==> config.mk <==
export PLATFORM = sky130hd
export DESIGN_NAME = fifo_wr_arbiter
export DESIGN_NICKNAME = d
export VERILOG_FILES = /design/src/rtl/fifo_wr_arbiter.sv
export SDC_FILE = /design/constraint.sdc
export NUM_CORES = 1
export LEC_CHECK = 0
export BUFFER_PORTS_ARGS = -buffer_cell sky130_fd_sc_hd__buf_2
export CAP_MARGIN = 40
export CORE_ASPECT_RATIO = 1.4
export CORE_UTILIZATION = 42
export DETAILED_ROUTE_END_ITERATION = 10
export PLACE_DENSITY = 0.86
export SYNTH_ARGS = -nofsm -noshare
export SYNTH_HDL_FRONTEND = slang
export SYNTH_SLANG_ARGS = --single-unit
==> constraint.sdc <==
create_clock -name clk -period 5.9 [get_ports clk]
set_input_delay 1.18 -clock clk [delete_from_list [all_inputs] [get_ports clk]]
set_output_delay 1.18 -clock clk [all_outputs]
set_load 0.02 [all_outputs]
==> src/rtl/fifo_wr_arbiter.sv <==
// -----------------------------------------------------------------------------
// fifo_wr_arbiter
//
// Round-robin arbiter that lets NREQ valid/ready requesters share the write
// port of one downstream FIFO. One requester at a time holds a grant and
// streams up to BURST words. The grant ends when the holder drops its valid
// or completes BURST beats, and the next search then starts just past it.
// Arbitration costs one idle cycle: the owner is registered in IDLE and data
// moves only in BURST.
//
// Parameters
//   NREQ   number of requesters (2..8)
//   NBITS  data word width
//   BURST  maximum beats per grant (1..15)
//
// Ports
//   clk        clock
//   rst        asynchronous, active-low reset
//   req_val    per-requester data valid
//   req_msg    per-requester data, requester i at [i*NBITS +: NBITS]
//   req_rdy    per-requester accept (only the owner, only when FIFO not full)
//   fifo_full  downstream FIFO full flag
//   fifo_wen   downstream FIFO write enable (combinational beat)
//   fifo_d     downstream FIFO write data, zero when fifo_wen is low
//   owner      index of the current grant holder
//   busy       high while a grant is held
//   stat_beats per-requester 16-bit saturating beat counters
//              (only when FIFO_WR_ARBITER_STATS_EN is defined)
//
// Optional feature macro: FIFO_WR_ARBITER_STATS_EN
// -----------------------------------------------------------------------------
module fifo_wr_arbiter #(
    parameter int NREQ  = 4,
    parameter int NBITS = 16,
    parameter int BURST = 4
) (
    input  logic                      clk,
    input  logic                      rst,
    input  logic [NREQ-1:0]           req_val,
    input  logic [NREQ*NBITS-1:0]     req_msg,
    output logic [NREQ-1:0]           req_rdy,
    input  logic                      fifo_full,
    output logic                      fifo_wen,
    output logic [NBITS-1:0]          fifo_d,
    output logic [$clog2(NREQ)-1:0]   owner,
    output logic                      busy
`ifdef FIFO_WR_ARBITER_STATS_EN
    ,
    output logic [NREQ*16-1:0]        stat_beats
`endif
);

    localparam int OW = $clog2(NREQ);

    typedef enum logic {
        S_IDLE  = 1'b0,
        S_BURST = 1'b1
    } state_t;

    state_t          state_q, state_d;
    logic [OW-1:0]   owner_q, owner_d;
    logic [OW-1:0]   rr_ptr_q, rr_ptr_d;
    logic [3:0]      cnt_q, cnt_d;

    logic [OW-1:0]   pick;
    logic            found;
    logic [2*NREQ-1:0] val_dbl;
    logic [NREQ-1:0] val_rot;
    logic [OW:0]     pick_sum;
    logic [OW-1:0]   next_ptr;
    logic            own_val;
    logic [NBITS-1:0] own_msg;
    logic            beat;

    // Round-robin search: rotate req_val so rr_ptr sits at bit 0, take the
    // lowest set bit, then map the offset back to an absolute index.
    always_comb begin
        val_dbl  = {req_val, req_val};
        val_rot  = val_dbl[NREQ-1:0];
        pick     = '0;
        pick_sum = '0;
        found    = 1'b0;
        val_rot  = NREQ'(val_dbl >> rr_ptr_q);
        for (int k = NREQ - 1; k >= 0; k--) begin
            if (val_rot[k]) begin
                found    = 1'b1;
                pick_sum = {1'b0, rr_ptr_q} + (OW+1)'(k);
            end
        end
        if (pick_sum >= (OW+1)'(NREQ)) begin
            pick = OW'(pick_sum - (OW+1)'(NREQ));
        end else begin
            pick = OW'(pick_sum);
        end
    end

    // Owner's valid and data, muxed with constant indices.
    always_comb begin
        own_val = 1'b0;
        own_msg = '0;
        for (int i = 0; i < NREQ; i++) begin
            if (owner_q == OW'(i)) begin
                own_val = req_val[i];
                own_msg = req_msg[i*NBITS +: NBITS];
            end
        end
    end

    assign next_ptr = (owner_q == OW'(NREQ - 1)) ? '0 : owner_q + OW'(1);

    always_comb begin
        state_d  = state_q;
        owner_d  = owner_q;
        rr_ptr_d = rr_ptr_q;
        cnt_d    = cnt_q;
        req_rdy  = '0;
        busy     = (state_q == S_BURST);
        beat     = busy & own_val & ~fifo_full;
        fifo_wen = beat;
        fifo_d   = beat ? own_msg : '0;

        case (state_q)
            S_IDLE: begin
                if (found) begin
                    owner_d = pick;
                    cnt_d   = '0;
                    state_d = S_BURST;
                end
            end
            S_BURST: begin
                for (int i = 0; i < NREQ; i++) begin
                    if (owner_q == OW'(i)) req_rdy[i] = ~fifo_full;
                end
                // A dropped valid forfeits the grant even while stalled.
                if (!own_val) begin
                    state_d  = S_IDLE;
                    rr_ptr_d = next_ptr;
                end else if (beat) begin
                    cnt_d = cnt_q + 4'd1;
                    if (cnt_q + 4'd1 == 4'(BURST)) begin
                        state_d  = S_IDLE;
                        rr_ptr_d = next_ptr;
                    end
                end
            end
            default: state_d = S_IDLE;
        endcase
    end

    always_ff @(posedge clk or negedge rst) begin
        if (!rst) begin
            state_q  <= S_IDLE;
            owner_q  <= '0;
            rr_ptr_q <= '0;
            cnt_q    <= '0;
        end else begin
            state_q  <= state_d;
            owner_q  <= owner_d;
            rr_ptr_q <= rr_ptr_d;
            cnt_q    <= cnt_d;
        end
    end

    assign owner = owner_q;

`ifdef FIFO_WR_ARBITER_STATS_EN
    logic [15:0] stat_q [NREQ];
    logic [15:0] stat_d [NREQ];

    // Counters stick at 0xFFFF rather than wrapping.
    always_comb begin
        for (int i = 0; i < NREQ; i++) begin
            stat_d[i] = stat_q[i];
            if (beat && owner_q == OW'(i) && stat_q[i] != 16'hFFFF) begin
                stat_d[i] = stat_q[i] + 16'd1;
            end
        end
    end

    always_ff @(posedge clk or negedge rst) begin
        if (!rst) begin
            for (int i = 0; i < NREQ; i++) stat_q[i] <= '0;
        end else begin
            for (int i = 0; i < NREQ; i++) stat_q[i] <= stat_d[i];
        end
    end

    always_comb begin
        stat_beats = '0;
        for (int i = 0; i < NREQ; i++) stat_beats[i*16 +: 16] = stat_q[i];
    end
`endif

endmodule

# After elaboration in Yosys (flattened, before gate mapping)
# Index checks and enable logic that the tools add are counted.
dict set report word_totals {
  in_bits 71
  output_inout_bits 24
  register_bits 9
  word_cells 65
}
dict set report classes {
  n_lt_le_gt_ge 1
  mux 36
  shift 1
  bitwise_logic 4
  addsub 6
  eq_ne 9
  reduce_logical 4
}
# operator n
set ops {}
lappend ops {{16-bit two-way mux} 5}
lappend ops {{1-bit two-way mux} 16}
lappend ops {{4-bit two-way mux} 4}
lappend ops {{3-bit two-way mux} 4}
lappend ops {{2-bit two-way mux} 5}
lappend ops {{4-bit one-hot mux with 2 select lines} 1}
lappend ops {{8-bit by 2-bit >> shifter with 4-bit output} 1}
lappend ops {{2-bit by 2-bit adder with 3-bit output (second input constant)} 2}
lappend ops {{2-bit != test (second input constant)} 3}
lappend ops {{3-bit AND reduction} 2}
lappend ops {{4-bit by 1-bit adder with 4-bit output (second input constant)} 1}
lappend ops {{2-bit equality test (second input constant)} 2}
lappend ops {{4-bit by 3-bit equality test with 1-bit output (second input constant)} 1}
lappend ops {{2-bit by 1-bit != test with 1-bit output (second input constant)} 2}
lappend ops {{2-bit by 1-bit adder with 3-bit output (second input constant)} 1}
lappend ops {{3-bit >= comparator (second input constant)} 1}
lappend ops {{2-bit by 1-bit adder with 2-bit output (second input constant)} 1}
lappend ops {{1-bit AND} 2}
lappend ops {{2-bit by 1-bit equality test with 1-bit output (second input constant)} 1}
lappend ops {{2-bit zero test} 1}
lappend ops {{1-bit NOT} 2}
lappend ops {{1-bit one-hot mux with 2 select lines} 1}
lappend ops {{2-bit AND reduction} 1}
lappend ops {{2-bit by 1-bit subtractor with 2-bit output (second input constant)} 1}

# Depth between registers and ports, before layout
dict set report depth {
  ltp_word 10
  depth_mapped 9
}

# Worst setup path after synthesis
# OpenSTA, ideal clock, no wires.
dict set report synth_path {
  path_kind {in2out}
  startpoint {input req_val[0]}
  endpoint {output fifo_d[10]}
  path_buffers 1
  required_ns 4.720
  setup_slack_ns 2.620
  cell_stages 5
  arrival_ns 2.100
  cell_sequence {nand2_1 > o21ai_1 > nand4_2 > clkbuf_1 > nor2_1}
}
dict set report synth_between {
  elab_chain_len 7
}
# item line
set synth_rtl {}
lappend synth_rtl {{start, declared} 39} ;# input logic [NREQ-1:0] req_val,
lappend synth_rtl {{1-bit two-way mux (4 in series)} 102} ;# if (owner_q == OW'(i)) begin
lappend synth_rtl {{1-bit AND (2 in series)} 118} ;# beat = busy & own_val & ~fifo_full;
lappend synth_rtl {{16-bit two-way mux} 120} ;# fifo_d = beat ? own_msg : '0;
lappend synth_rtl {{end, declared} 44} ;# output logic [NBITS-1:0] fifo_d,
# No other way between the ends.

# Final worst setup path
dict set report layout_path {
  startpoint {register owner_q[0], in the netlist owner[0]}
  endpoint {output fifo_d[0]}
}
dict set report layout_between {
  elab_chain_len 8
}
# item line
set layout_rtl {}
lappend layout_rtl {{start, declared} 61} ;# logic [OW-1:0] owner_q, owner_d;
lappend layout_rtl {{start signal, assigned} 158} ;# owner_q <= owner_d;
lappend layout_rtl {{2-bit zero test} 102}
lappend layout_rtl {{1-bit two-way mux (4 in series)} 102}
lappend layout_rtl {{1-bit AND (2 in series)} 118}
lappend layout_rtl {{16-bit two-way mux *} 120}
# Mark *: on every way between the ends. The rest lies on a longest branch, timed or not.

==> reports/results.ini <==
[grt]
grt_pass1_vias=1389
grt_antenna_before_repair=0
grt_max_degree=35
grt_first_pass_wirelength_um=5650
grt_usage_pct=25.3
grt-ovfl-total=0

[synthesis]
avgSynthCellArea_um2=7.05
yosysSeqAreaShare_pct=19.2
ys_warn_count=0
mappedNetlistArea_um2=1170
synth_nets=243
synth_cell_types=34
syn-instance-count=166
synth_edf_count=0
yosysMostFrequentCell=nor2_1
synth_area_leaders=dfrtp_1, a221oi_1, nor2b_1, a21oi_1, nor3_1
synth_seq_cells=9
async_flop_share_pct=100
synth_top_area_share_pct=19.2
synthTopCellsByCount=nor2_1, a21oi_1, nor2b_1, nor3_1, a221oi_1
synthFlopType=dfrtp_1
yosysTopAreaCell=dfrtp_1

[detailed_routing]
drc=0
drtIter0Drc=23
dr_wl_met2_um=1930
via_count=1522
ant_nets=0
routed_wl_um=3790
wl_met3_um=329
highest_layer=met4
wl_met1_um=1500
wl_per_cell_um=13.1
drt_pass1_iterations=4
via_per_inst=5.28

[cts]
cts_num_sinks=9
cts_resized=0
post_cts_buffers=0
cts_buffers=3
path_clk_slew_ps=70
ctsHoldBuffers=0
clock_latency_ps=270
cts_tree=built
clockBufferDepth=2
cts_root_buf=clkbuf_4
cts_htree_levels=1

[sta]
timing.fmax_ghz=0.258
fin_crit_ps=3880
worst_pin_slew_ps=780
finalCritPeriodShare_pct=65.8
setup_viol=0
slew_headroom_pct=48.0
hold_viol=0
finalMaxSlewViolations=0
finalSetupTns_ps=0
rsz0062_at_grt=no
finalClockSkew_ps=3.24

[placement]
port_buffers=94
dp_cells=284
dpl_cell_area_um2=1640
dp_hpwl_um=3000
place.gp.congestion=0.780

[hold_path]
holdPathEnd=rr_ptr_q[0]
hold_path_class=flip-flop to flip-flop
min_from=rr_ptr_q[0]
holdPathStages=1

[critical_path]
path_max_fanout=25
cp_slowest_stage_delay_ps=700
crit_chain=ha_1, inv_1, nand3_1, nand4_2, nor2_1, buf_2
cp.required_ps=4720
startpoint_type=flip-flop
path_class=flip-flop to primary output
slowest_stage=ha_1
r2r-end=cnt_q[3]
cp.arrival_ps=2700
r2r_cells=6
rrSetupSlack_ps=3270
r2r_start=owner[0]
end_kind=primary output

[floorplanning]
core_area_um2=2640
die_w_um=46.6
ioPinCount=95
die_area_um2=3010
fp-row-count=22
die_height_um=64.5
start_util_pct=44.3

[finish]
area_delta_synth_final_pct=42.2
layout.cells.non_filler=288
design_area_um2=1670
layout.nets=330
layout-drive-gt1-share_pct=41.3
antennaDiodeCount=0

[status]
status=complete, no violations

[pwr]
vdd_ir_drop_max_uv=297
leakagePower_nw=0.861
power_density_nw_per_um2=438

[flow_run]
maxCapViolCount=0

## kinds of logic after synthesis
| family | Yosys count | synth area share (%) |
|---|---|---|
| compound gates | 47 | 27.6 |
| xor+xnor | 2 | 1.50 |
| fa+ha+maj | 6 | 6.41 |
| buf+inv | 24 | 9.19 |
| flops | 9 | 19.2 |
| mux | 2 | 1.92 |
| simple gates | 76 | 34.2 |
## power by group
| part | switching (mW) | internal, mW | total (mW) |
|---|---|---|---|
| registers | 0.0265 | 0.0839 | 0.110 |
| clock network | 0.0236 | 0.0262 | 0.0497 |
| logic | 0.334 | 0.235 | 0.569 |
| total | 0.385 | 0.345 | 0.729 |
## layout make-up
cell class,instances,area (um2)
fillers,288,977
multi-input cells,133,838
repair buffers,97,497
flip-flops and latches,9,225
well taps,36,45.0
inverters,9,33.8
clock buffers,4,26.3
## registers in the layout, summed over array words and instances, names as in the netlist
register / flops
owner: 2
rr_ptr_q: 2
busy: 1
cnt_q: 4
## layout by cell type, fill, tap and decap left out
| cell type | n |
|---|---|
| a221oi_1 | 16 |
| o21ai_1 | 1 |
| buf_2 | 94 |
| nand4_2 | 1 |
| o21ai_2 | 1 |
| xnor2_1 | 2 |
| a21o_1 | 1 |
| nor4b_2 | 1 |
| nand3_1 | 5 |
| clkbuf_4 | 3 |
| nor4_1 | 1 |
| o21ai_0 | 4 |
| ha_1 | 6 |
| and2_1 | 3 |
| o221ai_1 | 1 |
| or2_1 | 1 |
| a21oi_1 | 18 |
| nand2b_1 | 1 |
| nor3_1 | 17 |
| buf_4 | 2 |
| dfrtp_1 | 9 |
| a211oi_2 | 1 |
| inv_1 | 9 |
| nor3b_1 | 2 |
| and3_1 | 1 |
| nor2b_1 | 17 |
| o22ai_1 | 2 |
| mux2_1 | 2 |
| a21boi_0 | 1 |
| nor2_1 | 20 |
| nand2_1 | 6 |
| buf_6 | 1 |
| a311o_1 | 1 |
| clkbuf_1 | 1 |
## per-layer routing
layer  vias up  track usage (%)
met5         -                0
met4         0             6.79
met3         2             3.06
li1        770                -
met2        72             49.0
met1       678             26.6
## per-stage QoR
stage / worst slack [ps] / util (%) / hold slack, ps / power [mW]
6_report: 2020 / 63.0 / 560 / 0.729
5_1_grt: 1700 / 63.0 / 583 / 0.805
4_1_cts: 1980 / 63.0 / 565 / 0.734
3_5_place_dp: 2100 / 62.0 / 549 / 0.681
3_3_place_gp: 1970 / 61.3 / 533 / 0.662
2_1_floorplan: 2620 / - / 511 / 0.550
## worst max path at each step
stage / cells past startpoint / slack [ps] / to / from
floorplan: 5 / 2620 / fifo_d[10] / req_val[0]
detailed placement: 6 / 2100 / fifo_d[0] / req_val[1]
CTS: 6 / 1980 / fifo_d[0] / owner[0]
global route: 6 / 1700 / fifo_d[0] / owner[0]
finish: 6 / 2020 / fifo_d[0] / owner[0]
global placement: 6 / 1970 / fifo_d[0] / owner[0]
## worst max-delay path: cells and delay by family, from the launching register on
kind	cells	cell delay [ps]
and+or+nand+nor	3	960
adders and majority gates	1	700
DFF	1	430
buffers and inverters	2	330
No activity file was read; power rests on OpenSTA's default activity.
